$ cat src/rtl/uart_rx_parity_check_if.sv
`default_nettype none
// ============================================================================
//  Module   : uart_rx_parity_check_if
//  Purpose  : Bundles the baud-enable, serial line, frame-control inputs and
//             received-word outputs of the UART receiver.
//  Modports : master - drives baud_tick, rx_serial, parity_en, err_inj_en;
//                      observes the received word and status flags.
//             slave  - the receiver side (mirror of master).
//  Signals  : baud_tick     1          enable pulse at OVERSAMPLE x baud
//             rx_serial     1          asynchronous serial line, idles high
//             parity_en     1          frame carries a parity bit
//             err_inj_en    1          request inverted parity check
//             data_valid    1          one-clk frame-complete pulse
//             parallel_data DATA_WIDTH last received word
//             parity_err    1          parity mismatch on last frame
//             frame_err     1          stop bit sampled low on last frame
//             busy          1          receiver not idle
//             err_inj_done  1          injected frame completed
//  Revision : 1.0 - initial release
// ============================================================================
interface uart_rx_parity_check_if #(
    parameter int DATA_WIDTH = 8
);
    logic                  baud_tick;
    logic                  rx_serial;
    logic                  parity_en;
    logic                  err_inj_en;
    logic                  data_valid;
    logic [DATA_WIDTH-1:0] parallel_data;
    logic                  parity_err;
    logic                  frame_err;
    logic                  busy;
    logic                  err_inj_done;

    modport master (
        output baud_tick, rx_serial, parity_en, err_inj_en,
        input  data_valid, parallel_data, parity_err, frame_err, busy,
               err_inj_done
    );

    modport slave (
        input  baud_tick, rx_serial, parity_en, err_inj_en,
        output data_valid, parallel_data, parity_err, frame_err, busy,
               err_inj_done
    );
endinterface
`default_nettype wire

$ cat src/rtl/uart_rx_parity_check.sv
`default_nettype none
// ============================================================================
//  Module   : uart_rx_parity_check
//  Purpose  : 16x-oversampling UART receiver with optional odd-parity check,
//             stop-bit (framing) check and optional parity-error injection.
//  Ports    : clk    - system clock
//             reset  - asynchronous, active-low reset
//             bus    - uart_rx_parity_check_if.slave (line, baud enable,
//                      frame controls, received word and status flags)
//  Params   : DATA_WIDTH - data bits per frame
//             OVERSAMPLE - baud_tick pulses per bit (even, >= 4)
//  Macro    : UART_RX_ERR_INJ_EN - when defined, a latched err_inj_en
//             inverts the parity check of that frame and err_inj_done
//             pulses with its data_valid; otherwise err_inj_en is ignored
//             and err_inj_done is tied low.
//  Revision : 1.0 - initial release
// ============================================================================
module uart_rx_parity_check #(
    parameter int DATA_WIDTH = 8,
    parameter int OVERSAMPLE = 16
) (
    input  logic                   clk,
    input  logic                   reset,
    uart_rx_parity_check_if.slave  bus
);

    localparam int CNT_W = $clog2(OVERSAMPLE);
    localparam int BIT_W = $clog2(DATA_WIDTH + 1);

    localparam logic [CNT_W-1:0] CNT_HALF = CNT_W'(OVERSAMPLE / 2 - 1);
    localparam logic [CNT_W-1:0] CNT_LAST = CNT_W'(OVERSAMPLE - 1);
    localparam logic [BIT_W-1:0] BIT_LAST = BIT_W'(DATA_WIDTH - 1);

    localparam logic [2:0] IDLE   = 3'd0;
    localparam logic [2:0] START  = 3'd1;
    localparam logic [2:0] DATA   = 3'd2;
    localparam logic [2:0] PARITY = 3'd3;
    localparam logic [2:0] STOP   = 3'd4;

    // Line synchronizer (both stages reset to the idle level)
    logic sync1_q, sync2_q;

    // Receive datapath / control
    logic [2:0]            state_q,     state_d;
    logic [CNT_W-1:0]      cnt_q,       cnt_d;
    logic [BIT_W-1:0]      bit_q,       bit_d;
    logic                  arm_q,       arm_d;
    logic [DATA_WIDTH-1:0] shift_q,     shift_d;
    logic                  par_en_q,    par_en_d;
    logic                  inj_q,       inj_d;
    logic                  par_bad_q,   par_bad_d;
    logic                  stop_low_q,  stop_low_d;
    logic                  done_q,      done_d;

    // Registered outputs
    logic                  data_valid_q,   data_valid_d;
    logic [DATA_WIDTH-1:0] par_data_q,     par_data_d;
    logic                  parity_err_q,   parity_err_d;
    logic                  frame_err_q,    frame_err_d;
    logic                  busy_q,         busy_d;
    logic                  inj_done_q,     inj_done_d;

    logic w_line;
    logic w_tick;
    logic w_inj;
    logic w_exp_par;

    assign w_line = sync2_q;
    assign w_tick = bus.baud_tick;

`ifdef UART_RX_ERR_INJ_EN
    assign w_inj = inj_q;
`else
    logic w_unused_inj;
    assign w_inj        = 1'b0;
    assign w_unused_inj = inj_q;
`endif

    // Odd parity: the parity bit makes the total count of ones odd.
    // Injection flips the expectation so a correct frame is flagged.
    assign w_exp_par = w_inj ? (^shift_q) : (~^shift_q);

    always_comb begin
        state_d    = state_q;
        cnt_d      = cnt_q;
        bit_d      = bit_q;
        arm_d      = arm_q;
        shift_d    = shift_q;
        par_en_d   = par_en_q;
        inj_d      = inj_q;
        par_bad_d  = par_bad_q;
        stop_low_d = stop_low_q;
        done_d     = 1'b0;

        case (state_q)
            IDLE: begin
                if (w_tick) begin
                    if (w_line) begin
                        arm_d = 1'b1;
                    end else if (arm_q) begin
                        // Falling edge seen after the line was high
                        state_d = START;
                        cnt_d   = '0;
                        arm_d   = 1'b0;
                    end
                end
            end
            START: begin
                if (w_tick) begin
                    if (cnt_q == CNT_HALF) begin
                        cnt_d = '0;
                        if (!w_line) begin
                            state_d   = DATA;
                            bit_d     = '0;
                            par_en_d  = bus.parity_en;
                            inj_d     = bus.err_inj_en;
                            par_bad_d = 1'b0;
                        end else begin
                            // Glitch: line already high again, so re-arm
                            state_d = IDLE;
                            arm_d   = 1'b1;
                        end
                    end else begin
                        cnt_d = cnt_q + 1'b1;
                    end
                end
            end
            DATA: begin
                if (w_tick) begin
                    if (cnt_q == CNT_LAST) begin
                        cnt_d                 = '0;
                        shift_d               = shift_q >> 1;
                        shift_d[DATA_WIDTH-1] = w_line;
                        if (bit_q == BIT_LAST) begin
                            state_d = par_en_q ? PARITY : STOP;
                        end else begin
                            bit_d = bit_q + 1'b1;
                        end
                    end else begin
                        cnt_d = cnt_q + 1'b1;
                    end
                end
            end
            PARITY: begin
                if (w_tick) begin
                    if (cnt_q == CNT_LAST) begin
                        cnt_d     = '0;
                        par_bad_d = (w_line != w_exp_par);
                        state_d   = STOP;
                    end else begin
                        cnt_d = cnt_q + 1'b1;
                    end
                end
            end
            STOP: begin
                if (w_tick) begin
                    if (cnt_q == CNT_LAST) begin
                        cnt_d      = '0;
                        stop_low_d = !w_line;
                        done_d     = 1'b1;
                        // A low stop bit must be followed by a high line
                        // before another start is accepted.
                        arm_d      = w_line;
                        state_d    = IDLE;
                    end else begin
                        cnt_d = cnt_q + 1'b1;
                    end
                end
            end
            default: begin
                state_d = IDLE;
                cnt_d   = '0;
            end
        endcase
    end

    // Output stage: one clk after the stop sample, so busy falls on the
    // same edge that data_valid rises.
    always_comb begin
        data_valid_d = done_q;
        par_data_d   = par_data_q;
        parity_err_d = parity_err_q;
        frame_err_d  = frame_err_q;
        inj_done_d   = done_q & w_inj;
        busy_d       = (state_q != IDLE);
        if (done_q) begin
            par_data_d   = shift_q;
            parity_err_d = par_bad_q & par_en_q;
            frame_err_d  = stop_low_q;
        end
    end

    always_ff @(posedge clk or negedge reset) begin
        if (!reset) begin
            sync1_q      <= 1'b1;
            sync2_q      <= 1'b1;
            state_q      <= IDLE;
            cnt_q        <= '0;
            bit_q        <= '0;
            arm_q        <= 1'b0;
            shift_q      <= '0;
            par_en_q     <= 1'b0;
            inj_q        <= 1'b0;
            par_bad_q    <= 1'b0;
            stop_low_q   <= 1'b0;
            done_q       <= 1'b0;
            data_valid_q <= 1'b0;
            par_data_q   <= '0;
            parity_err_q <= 1'b0;
            frame_err_q  <= 1'b0;
            busy_q       <= 1'b0;
            inj_done_q   <= 1'b0;
        end else begin
            sync1_q      <= bus.rx_serial;
            sync2_q      <= sync1_q;
            state_q      <= state_d;
            cnt_q        <= cnt_d;
            bit_q        <= bit_d;
            arm_q        <= arm_d;
            shift_q      <= shift_d;
            par_en_q     <= par_en_d;
            inj_q        <= inj_d;
            par_bad_q    <= par_bad_d;
            stop_low_q   <= stop_low_d;
            done_q       <= done_d;
            data_valid_q <= data_valid_d;
            par_data_q   <= par_data_d;
            parity_err_q <= parity_err_d;
            frame_err_q  <= frame_err_d;
            busy_q       <= busy_d;
            inj_done_q   <= inj_done_d;
        end
    end

    assign bus.data_valid    = data_valid_q;
    assign bus.parallel_data = par_data_q;
    assign bus.parity_err    = parity_err_q;
    assign bus.frame_err     = frame_err_q;
    assign bus.busy          = busy_q;
    assign bus.err_inj_done  = inj_done_q;

endmodule
`default_nettype wire

$ cat src/flat_wrapper.sv
// flat-port wrapper written by rule: the top's interface ports become plain ports
module uart_rx_parity_check_flat 
#(
    parameter int DATA_WIDTH = 8,
    parameter int OVERSAMPLE = 16
)
  (clk, reset, bus_baud_tick, bus_rx_serial, bus_parity_en, bus_err_inj_en, bus_data_valid, bus_parallel_data, bus_parity_err, bus_frame_err, bus_busy, bus_err_inj_done);
  uart_rx_parity_check_if #(.DATA_WIDTH(DATA_WIDTH)) bus_i ();
  input  logic clk;
  input  logic reset;
  input wire logic [$bits(bus_i.baud_tick)-1:0] bus_baud_tick;
  input wire logic [$bits(bus_i.rx_serial)-1:0] bus_rx_serial;
  input wire logic [$bits(bus_i.parity_en)-1:0] bus_parity_en;
  input wire logic [$bits(bus_i.err_inj_en)-1:0] bus_err_inj_en;
  output wire logic [$bits(bus_i.data_valid)-1:0] bus_data_valid;
  output wire logic [$bits(bus_i.parallel_data)-1:0] bus_parallel_data;
  output wire logic [$bits(bus_i.parity_err)-1:0] bus_parity_err;
  output wire logic [$bits(bus_i.frame_err)-1:0] bus_frame_err;
  output wire logic [$bits(bus_i.busy)-1:0] bus_busy;
  output wire logic [$bits(bus_i.err_inj_done)-1:0] bus_err_inj_done;
  assign bus_i.baud_tick = bus_baud_tick;
  assign bus_i.rx_serial = bus_rx_serial;
  assign bus_i.parity_en = bus_parity_en;
  assign bus_i.err_inj_en = bus_err_inj_en;
  assign bus_data_valid = bus_i.data_valid;
  assign bus_parallel_data = bus_i.parallel_data;
  assign bus_parity_err = bus_i.parity_err;
  assign bus_frame_err = bus_i.frame_err;
  assign bus_busy = bus_i.busy;
  assign bus_err_inj_done = bus_i.err_inj_done;
  uart_rx_parity_check #(.DATA_WIDTH(DATA_WIDTH), .OVERSAMPLE(OVERSAMPLE)) u_core (.clk(clk), .reset(reset), .bus(bus_i));
endmodule
$ cat config.mk
export PLATFORM = sky130hd
export DESIGN_NAME = uart_rx_parity_check_flat
export DESIGN_NICKNAME = d
export VERILOG_FILES = /design/src/rtl/uart_rx_parity_check_if.sv /design/src/rtl/uart_rx_parity_check.sv /design/src/flat_wrapper.sv
export SDC_FILE = /design/constraint.sdc
export NUM_CORES = 1
export LEC_CHECK = 0
export BUFFER_PORTS_ARGS = -buffer_cell sky130_fd_sc_hd__buf_2
export CORE_ASPECT_RATIO = 1.75
export CORE_MARGIN = 5
export CORE_UTILIZATION = 62
export DETAILED_ROUTE_END_ITERATION = 12
export GPL_ROUTABILITY_DRIVEN = 0
export PLACE_DENSITY = 0.83
export SLEW_MARGIN = 20
export SYNTH_ARGS = -nofsm -noshare
export SYNTH_HDL_FRONTEND = slang
export SYNTH_SLANG_ARGS = --single-unit
$ cat constraint.sdc
create_clock -name clk -period 2.5 [get_ports clk]
set_input_delay 0.125 -clock clk [delete_from_list [all_inputs] [get_ports clk]]
set_output_delay 0.125 -clock clk [all_outputs]
set_load 0.005 [all_outputs]
==> results of run 1 <==
## cell usage after synthesis (all sizes together), types with 2 or more instances
cell,instances
or2,3
clkbuf,2
mux2,21
ha,2
o2bb2ai,3
a2111oi,3
nand3b,2
dfrtp,36
dfstp,2
a22o,2
nor4,2
nor2b,2
a21oi,8
nor3,5
xor2,4
nand3,8
and2,2
nor2,7
o31ai,5
buf,8
a41o,2
inv,8
nand2,7
o21ai,5
xnor2,5
## critical path: stages (launching register included)
cell and delay (ns):
dfrtp_1 0.57, or4b_4 0.63, o2bb2ai_4 0.22, nand3_4 0.13, mux2_4 0.31
## registers in the layout (all words and copies together), names as in the netlist, 3 cells and up
| signal | cells |
|---|---|
| u_core.state_q | 3 |
| u_core.bit_q | 4 |
| u_core.shift_q | 8 |
| u_core.cnt_q | 4 |
| u_core.bus.parallel_data | 8 |
## final timing paths
check,end,slack (ns)
worst max-delay path,u_core.bit_q[1],0.52
worst min-delay path,u_core.par_en_q,0.07
worst max register to register,u_core.bit_q[1],0.52
worst min register to register,u_core.sync2_q,0.36
max in group asynchronous,u_core.bus.parallel_data[0],1.50
min in group asynchronous,u_core.state_q[1],0.47
## cell type report
cell class | instances | area [um2]
clock buffers | 7 | 86.3
inverters | 8 | 30.0
multi-input cells | 114 | 925
repair buffers | 19 | 108
flip-flops and latches | 38 | 953
well taps | 43 | 53.8
fillers | 241 | 947
clock inverters | 1 | 5.00
## routing by layer
layer  vias up  global-route usage  part of all wire
met5         -                   0                 0
met4         0               0.107             0.032
met3        11              0.0391             0.039
met2        39               0.319              0.53
met1       659               0.245              0.39
li1        647                   -                 -
## logic make-up (layout without fill, tap and decap cells)
logic type | count (synthesis) | in the layout | share of synthesized area
muxes | 22 | 22 | 0.129
and+or+nand+nor | 45 | 45 | 0.139
other | 1 | 1 | 0.00190
DFF | 38 | 38 | 0.484
xor gates and xnor gates | 10 | 10 | 0.0515
buffers and inverters | 18 | 35 | 0.0464
adders and majority gates | 2 | 2 | 0.0127
AOI/OAI and AO/OA | 34 | 34 | 0.135
## report_power, final
part	internal (mW)	switching [mW]	leakage [nW]	total, mW
Sequential	0.689	0.100	0.485	0.789
Clock	0.222	0.210	0.0482	0.432
Combinational	0.221	0.160	0.476	0.381
## layout by cell type, fill, tap and decap left out, types with 2 or more instances in the layout
cell	count
nor2_1	5
xnor2_1	5
and2_1	2
nand2_1	7
mux2_4	2
buf_2	16
nand3_1	7
clkbuf_8	6
or2_2	3
o31ai_1	5
dfstp_2	2
a22o_1	2
mux2_2	19
o21ai_0	5
a41o_1	2
o2bb2ai_1	2
ha_1	2
xor2_1	4
nand3b_1	2
dlygate4sd3_1	2
a21oi_1	8
inv_1	8
nor2b_1	2
nor2_2	2
nor4_1	2
a2111oi_0	2
nor3_1	4
dfrtp_1	36
## per-stage QoR
step / instances / total power, mW
2_1_floorplan: 170 / 1.11
3_3_place_gp: 220 / 1.16
4_1_cts: 230 / 1.62
5_1_grt: 230 / 1.71
3_5_place_dp: 220 / 1.18
6_report: 230 / 1.60
==> out/summary.txt, run 1 <==
Clock root cell: clkbuf_8
Die Y: 84.6 um
Ranking of synthesized cells by area: dfrtp_1 (46%), mux2_2 (11%), dfstp_2 (2.7%)
Slew at the pin closest to its max-slew limit: 0.829 ns
Placement Rows: 27
Initial antenna violation count: 0
Max_cap viols: 0
Antenna Diode Count: 0
First-pass GRT wire length: 6.71 mm
CTS Sinks: 38
Synthesis-stage register bit count: 38
Post-place instance area: 0.00205 mm2
Leakage: 1.01 nW
Largest net degree at the start of global routing: 39
Setup Skew: 0.00879 ns
Setup Fix Bufs, Post-CTS: 0
DIE AREA: 0.00445 mm2
Detailed placement HPWL: 2.68 mm
Clock slew at reported path FFs: 0.08 ns
Final hold slack: 0.0652 ns
Worst setup path startpoint: u_core.state_q[2]
Top Ports: 19
Number of port buffers: 16
Post-CTS Resized: 0
DR WL/cell: 16.5 um
Hold_buf cts: 2
Ys flop type: dfrtp_1
Pre-CTS setup slack: 0.570 ns
Max Slew Vio Count: 0
Max Fanout on Critical Path: 15
Area share of the largest cell type after synthesis: 0.457
Final worst slack: 0.521 ns
Crit path arrival time: 2.15 ns
Aggregate global routing overflow: 0
CP Launch Type: flop
VDD IR-drop max: 0.572 mV
Worst reg2reg path depth: 4
Starting DRT DRC Count: 54
Ys async rst share: 1.00
Mapped Cells: 170
Reg-to-Reg Start: u_core.state_q[2]
GRT Util Overall: 0.199
Vias in the first global route: 1453
Status: complete, no violations
Fin Setup TNS: 0 ns
Synth Net Count: 178
Final hold vios: 0
Fraction of final layout cells with drive strength greater than 1: 0.310
Number of library cell types mapped by synthesis: 49
Core Util, Final: 0.695
Number of synthesized flops with an enable pin: 0
Max clock buf depth: 2
Avg Cell Area, Syn: 11.6 um2
H-Tree Depth: 2
Post-Syn Area: 0.00197 mm2
Post-route ant nets: 0
Hold crit path type: primary input to flop
Cell taking the most area after synthesis: dfrtp_1
DRC: 0
Final-report setup violation count: 0
Via count: 1356
Avg Vias per Cell: 5.90
CTS tree: yes
Finished layout cell area: 0.00216 mm2
Power per cell area: 741 mW/mm2
Worst Hold Depth: 2
CTS buffer count: 5
Final nets: 194
Post-synthesis sequential area ratio: 0.484
Layout area overhead: 9.72%
Crit end category: flop
WP data required: 2.67 ns
Critical path class: flop to flop
Top achievable clock speed: 0.505 GHz
Worst-skew pair later-pin latency: 0.29 ns
Core area: 0.00311 mm2
Drt total wl: 3.79 mm
Yosys warns: 0
Chip width: 52.6 um
Initial Utilization: 0.634
RSZ-0062 raised after global routing: false
Period utilisation layout: 0.792
First-pass DRT Iterations: 4
Final min period: 1.98 ns
Slew headroom: 0.447
HP Start: bus_parity_en
(Power assumes the default switching activity.)
==> inputs of run 2 (changes only) <==
- CORE_UTILIZATION: 62 -> 58
- PLACE_DENSITY: 0.83 -> 0.78
- clock period: 2.5 -> 1.9 ns (I/O delays scaled with it)
==> out/summary.txt, run 2 (synthesized netlist as in run 1, its figures left out) <==
Max Fanout on Critical Path: 10 (-5)
GRT Util Overall: 0.205 (+0.00591)
GRT met1 Usage: 0.217 (-0.0279)
Commonest non-fill, non-tap cell in the layout: dfrtp_1
Slew at the pin closest to its max-slew limit: 0.802 ns (-0.0272 ns)
Aggregate global routing overflow: 0 (unchanged)
Die Y: 87.1 um (+3.0%)
Initial Utilization: 0.592 (-0.0419)
Antenna Diode Count: 0 (unchanged)
Avg Vias per Cell: 5.98 (+1.4%)
Top achievable clock speed: 0.536 GHz (+6.1%)
Fill count: 249 (+3.3%)
Max_cap viols: 0 (unchanged)
DRC: 0 (unchanged)
Max Slew Vio Count: 0 (unchanged)
DR WL/cell: 16.8 um (+2.1%)
Crit path arrival time: 2.04 ns (-0.11 ns)
Detailed placement HPWL: 3.03 mm (+13%)
Power per cell area: 941 mW/mm2 (+27%)
Clock slew at reported path FFs: 0.07 ns (about the same)
Worst-skew pair later-pin latency: 0.29 ns (about the same)
Fraction of final layout cells with drive strength greater than 1: 0.338 (+0.0283)
Crit end category: flop
Critical path class: flop to flop
Most frequent cells in the layout: dfrtp_1 (36), mux2_2 (19), buf_2 (16)
Final hold slack: 0.0416 ns (-0.0237 ns)
CTS buffer count: 5 (unchanged)
WP data required: 2.08 ns (-0.59 ns)
Placement Rows: 28 (+3.7%)
Setup Skew: 0.00394 ns (-0.00485 ns)
Post-route ant nets: 0 (unchanged)
CTS Sinks: 38 (unchanged)
Core area: 0.00333 mm2 (+7.1%)
First-pass GRT wire length: 6.96 mm (+3.6%)
Top Ports: 19 (unchanged)
Starting DRT DRC Count: 43 (-20%)
Chip width: 54.1 um (+2.7%)
Drt total wl: 4.04 mm (+6.5%)
Max clock buf depth: 2 (unchanged)
Setup Fix Bufs, Post-CTS: 0 (unchanged)
Period utilisation layout: 0.982 (+0.190)
Final nets: 202 (+4.1%)
Total area of multi-input combinational cells: 925 um2 (unchanged)
Initial antenna violation count: 0 (unchanged)
Slew headroom: 0.465 (+0.0182)
Vias in the first global route: 1484 (+2.1%)
Core Util, Final: 0.671 (-0.0246)
GR peak layer: met2
Layout area overhead: 13.3%
CTS tree: yes
Final min period: 1.87 ns (-0.114 ns)
Sequential cell area: 953 um2 (unchanged)
Clock root cell: clkbuf_8
Fin Setup TNS: 0 ns (unchanged)
Largest net degree at the start of global routing: 39 (unchanged)
RSZ-0062 raised after global routing: false
Total power: 2.10 mW (+31%)
GR Util met2: 0.365 (+0.0463)
CP Launch Type: flop
Final-report setup violation count: 0 (unchanged)
DIE AREA: 0.00471 mm2 (+5.8%)
Final hold vios: 0 (unchanged)
VDD IR-drop max: 0.749 mV (+31%)
Leakage: 1.04 nW (+3.4%)
Number of port buffers: 16 (unchanged)
First-pass DRT Iterations: 4 (unchanged)
Met3 GRT Util: 0.0446 (+0.00552)
Hold crit path type: primary input to flop
Status: complete, no violations
H-Tree Depth: 2 (unchanged)
Via count: 1435 (+5.8%)
## run 2: cell types whose count changed in the layout (fill, tap and decap cells not counted)
cell / previous run / this run
clkinvlp_4: 0 / 2
buf_12: 0 / 1
buf_4: 1 / 8
clkinv_2: 1 / 0
clkbuf_8: 6 / 5
## run 2: area by class of cell
type,instances,share of cell area
Tap cell,45,0.0252
Multi-Input combinational cell,114,0.414
Timing Repair Buffer,27,0.0807
Inverter,8,0.0135
Clock buffer,6,0.0325
Sequential cell,38,0.427
Clock inverter,2,0.00673
## run 2: layer usage
| metal | part of all wire | routed length (um) |
|---|---|---|
| met5 | 0 | 0 |
| met4 | 0.031 | 125 |
| met3 | 0.029 | 119 |
| met2 | 0.58 | 2350 |
| met1 | 0.36 | 1450 |
## run 2: path summary, 6_finish.rpt
check,from,end,slack [ns],cells past startpoint
max in group asynchronous,reset,u_core.cnt_q[0],0.96,2
hold / removal,bus_parity_en,u_core.par_en_q,0.04,2
setup reg to reg,u_core.state_q[0],u_core.bit_q[0],0.03,4
hold reg to reg,u_core.sync1_q,u_core.sync2_q,0.37,0
setup / recovery,u_core.state_q[0],u_core.bit_q[0],0.03,4
min in group asynchronous,reset,u_core.bus.busy,0.43,2
## run 2: power breakdown
part	switching [mW]	total, mW	leakage, nW	internal [mW]
Clock	0.278	0.536	0.0374	0.258
Combinational	0.225	0.531	0.521	0.306
Sequential	0.128	1.03	0.485	0.907
Total	0.630	2.10	1.04	1.47
## run 2: stage by stage
stage | std cells | instance area (um2) | setup slack, ns
after global placement | 230 | 2120 | 0.121
after CTS | 240 | 2230 | 0.0582
after floorplan | 170 | 1970 | 0.231
final | 240 | 2230 | 0.0348
after global routing | 240 | 2230 | 0.00843
after detailed placement | 230 | 2120 | 0.0567
## run 2: timing repair
item                      4_1_cts  5_1_grt
hold endpoints to repair       37        0
gates resized for setup         0        0
hold buffers                    2        0
## run 2: worst max-delay path: stages, from the launching register on
cell,delay (ns)
dfrtp_1,0.56
or4b_4,0.55
o2bb2ai_4,0.21
nand3_4,0.12
mux2_4,0.31
==> inputs of run 3 (changes only) <==
- CORE_UTILIZATION: 58 -> 62
- CTS_CLUSTER_DIAMETER: not set -> 100
- PLACE_DENSITY: 0.78 -> 0.83
- clock period: 1.9 -> 2.4 ns (I/O delays scaled with it)
==> out/summary.txt, run 3 (synthesized netlist as in run 1, its figures left out) <==
Status: complete, no violations
Placement Rows: 27 (-3.6%)
RSZ-0062 raised after global routing: false
CP Launch Type: flop
DIE AREA: 0.00445 mm2 (-5.5%)
Worst setup path startpoint: u_core.cnt_q[3]
GRT Util Overall: 0.200 (-0.00477)
Reg-to-Reg Start: u_core.cnt_q[3]
Setup Fix Bufs, Post-CTS: 0 (unchanged)
Critical path class: flop to flop
Slew at the pin closest to its max-slew limit: 0.821 ns (+0.0193 ns)
Final non-filler cell total: 230 (-4.2%)
First-pass GRT wire length: 6.79 mm (-2.4%)
Commonest non-fill, non-tap cell in the layout: dfrtp_1
Clock root cell: clkbuf_8
Top achievable clock speed: 0.501 GHz (-6.5%)
Core area: 0.00311 mm2 (-6.6%)
Fin Setup TNS: 0 ns (unchanged)
Total power: 1.75 mW (-17%)
Worst reg2reg path depth: 3 (-1)
Layout area overhead: 10.6%
Antenna Diode Count: 0 (unchanged)
Final hold vios: 0 (unchanged)
Placed cells: 220 (-4.3%)
H-Tree Depth: 2 (unchanged)
Flop2flop setup slack: 0.40 ns (+0.37 ns)
Largest net degree at the start of global routing: 39 (unchanged)
Post-route ant nets: 0 (unchanged)
Hold_buf cts: 2 (unchanged)
Max_cap viols: 0 (unchanged)
Most frequent cells in the layout: dfrtp_1 (36), mux2_2 (19), buf_2 (16)
CTS tree: yes
Avg Vias per Cell: 5.91 (-1.1%)
Max clock buf depth: 2 (unchanged)
Detailed placement HPWL: 2.73 mm (-9.7%)
Top Ports: 19 (unchanged)
DRC: 0 (unchanged)
Leakage: 1.02 nW (-2.4%)
WP data required: 2.57 ns (+0.49 ns)
Max Slew Vio Count: 0 (unchanged)
Starting DRT DRC Count: 42 (-2.3%)
Aggregate global routing overflow: 0 (unchanged)
CTS Sinks: 38 (unchanged)
DR WL/cell: 16.7 um (-0.75%)
Clock slew at reported path FFs: 0.08 ns (about the same)
VDD IR-drop max: 0.571 mV (-24%)
Final nets: 194 (-4.0%)
Hold crit path type: primary input to flop
Post-CTS Resized: 0 (unchanged)
R2R Path End: u_core.shift_q[0]
Max Fanout on Critical Path: 12 (+2)
Worst-skew pair later-pin latency: 0.29 ns (about the same)
Final hold slack: 0.0663 ns (+0.0247 ns)
Period utilisation layout: 0.832 (-0.150)
Slew headroom: 0.452 (-0.0129)
Crit path capture: u_core.shift_q[0]
Final-report setup violation count: 0 (unchanged)
Die Y: 84.6 um (-2.9%)
Setup Skew: 0.00853 ns (+0.00460 ns)
Via count: 1360 (-5.2%)
CTS buffer count: 5 (unchanged)
Initial antenna violation count: 0 (unchanged)
Drt total wl: 3.84 mm (-4.9%)
Final min period: 2.00 ns (+0.131 ns)
Initial Utilization: 0.634 (+0.0419)
Power per cell area: 803 mW/mm2 (-15%)
Crit path arrival time: 2.16 ns (+0.12 ns)
Chip width: 52.6 um (-2.7%)
Fraction of final layout cells with drive strength greater than 1: 0.316 (-0.0230)
Vias in the first global route: 1497 (+0.88%)
First-pass DRT Iterations: 4 (unchanged)
Number of port buffers: 16 (unchanged)
Crit end category: flop
-- run 3: power by group --
part | internal (mW) | leakage [nW] | total [mW] | switching (mW)
Clock | 0.306 | 0.0579 | 0.526 | 0.220
Combinational | 0.230 | 0.476 | 0.402 | 0.172
Sequential | 0.718 | 0.485 | 0.821 | 0.103
Total | 1.25 | 1.02 | 1.75 | 0.495
-- run 3: metrics by stage --
stage / cell area, um2 / setup slack (ns) / utilization
after floorplan: 1970 / 0.731 / -
after global placement: 2050 / 0.505 / 0.659
after detailed placement: 2050 / 0.459 / 0.659
after CTS: 2180 / 0.407 / 0.701
after global routing: 2180 / 0.316 / 0.701
final: 2180 / 0.404 / 0.701
-- run 3: worst min-delay path by stage --
| stage | from | to | depth (start not counted) |
|---|---|---|---|
| floorplan | reset | u_core.arm_q | 0 |
| global placement | bus_rx_serial | u_core.sync1_q | 1 |
| detailed placement | bus_rx_serial | u_core.sync1_q | 1 |
| CTS | bus_parity_en | u_core.par_en_q | 2 |
| global route | bus_parity_en | u_core.par_en_q | 2 |
| finish | bus_parity_en | u_core.par_en_q | 2 |
-- run 3: layout make-up --
| type | count | area [um2] |
|---|---|---|
| fill | 240 | 930 |
| multi-input combinational | 114 | 925 |
| clock inverter | 3 | 40.0 |
| clock buffer | 5 | 68.8 |
| sequential | 38 | 953 |
| tap | 43 | 53.8 |
| timing repair buffer | 19 | 108 |
| inverter | 8 | 30.0 |
-- run 3: per-layer routing --
layer,GRT usage,share of wire,vias to the layer above
met5,0,0,-
met4,0.102,0.013,0
met3,0.0355,0.038,6
met2,0.335,0.56,47
li1,-,-,643
met1,0.237,0.38,664
-- run 3: critical path, stage by stage, from the launching register on --
cell     delay, ns
dfrtp_1       0.63
nand4_1       0.38
nor2_2        0.46
mux2_2        0.40
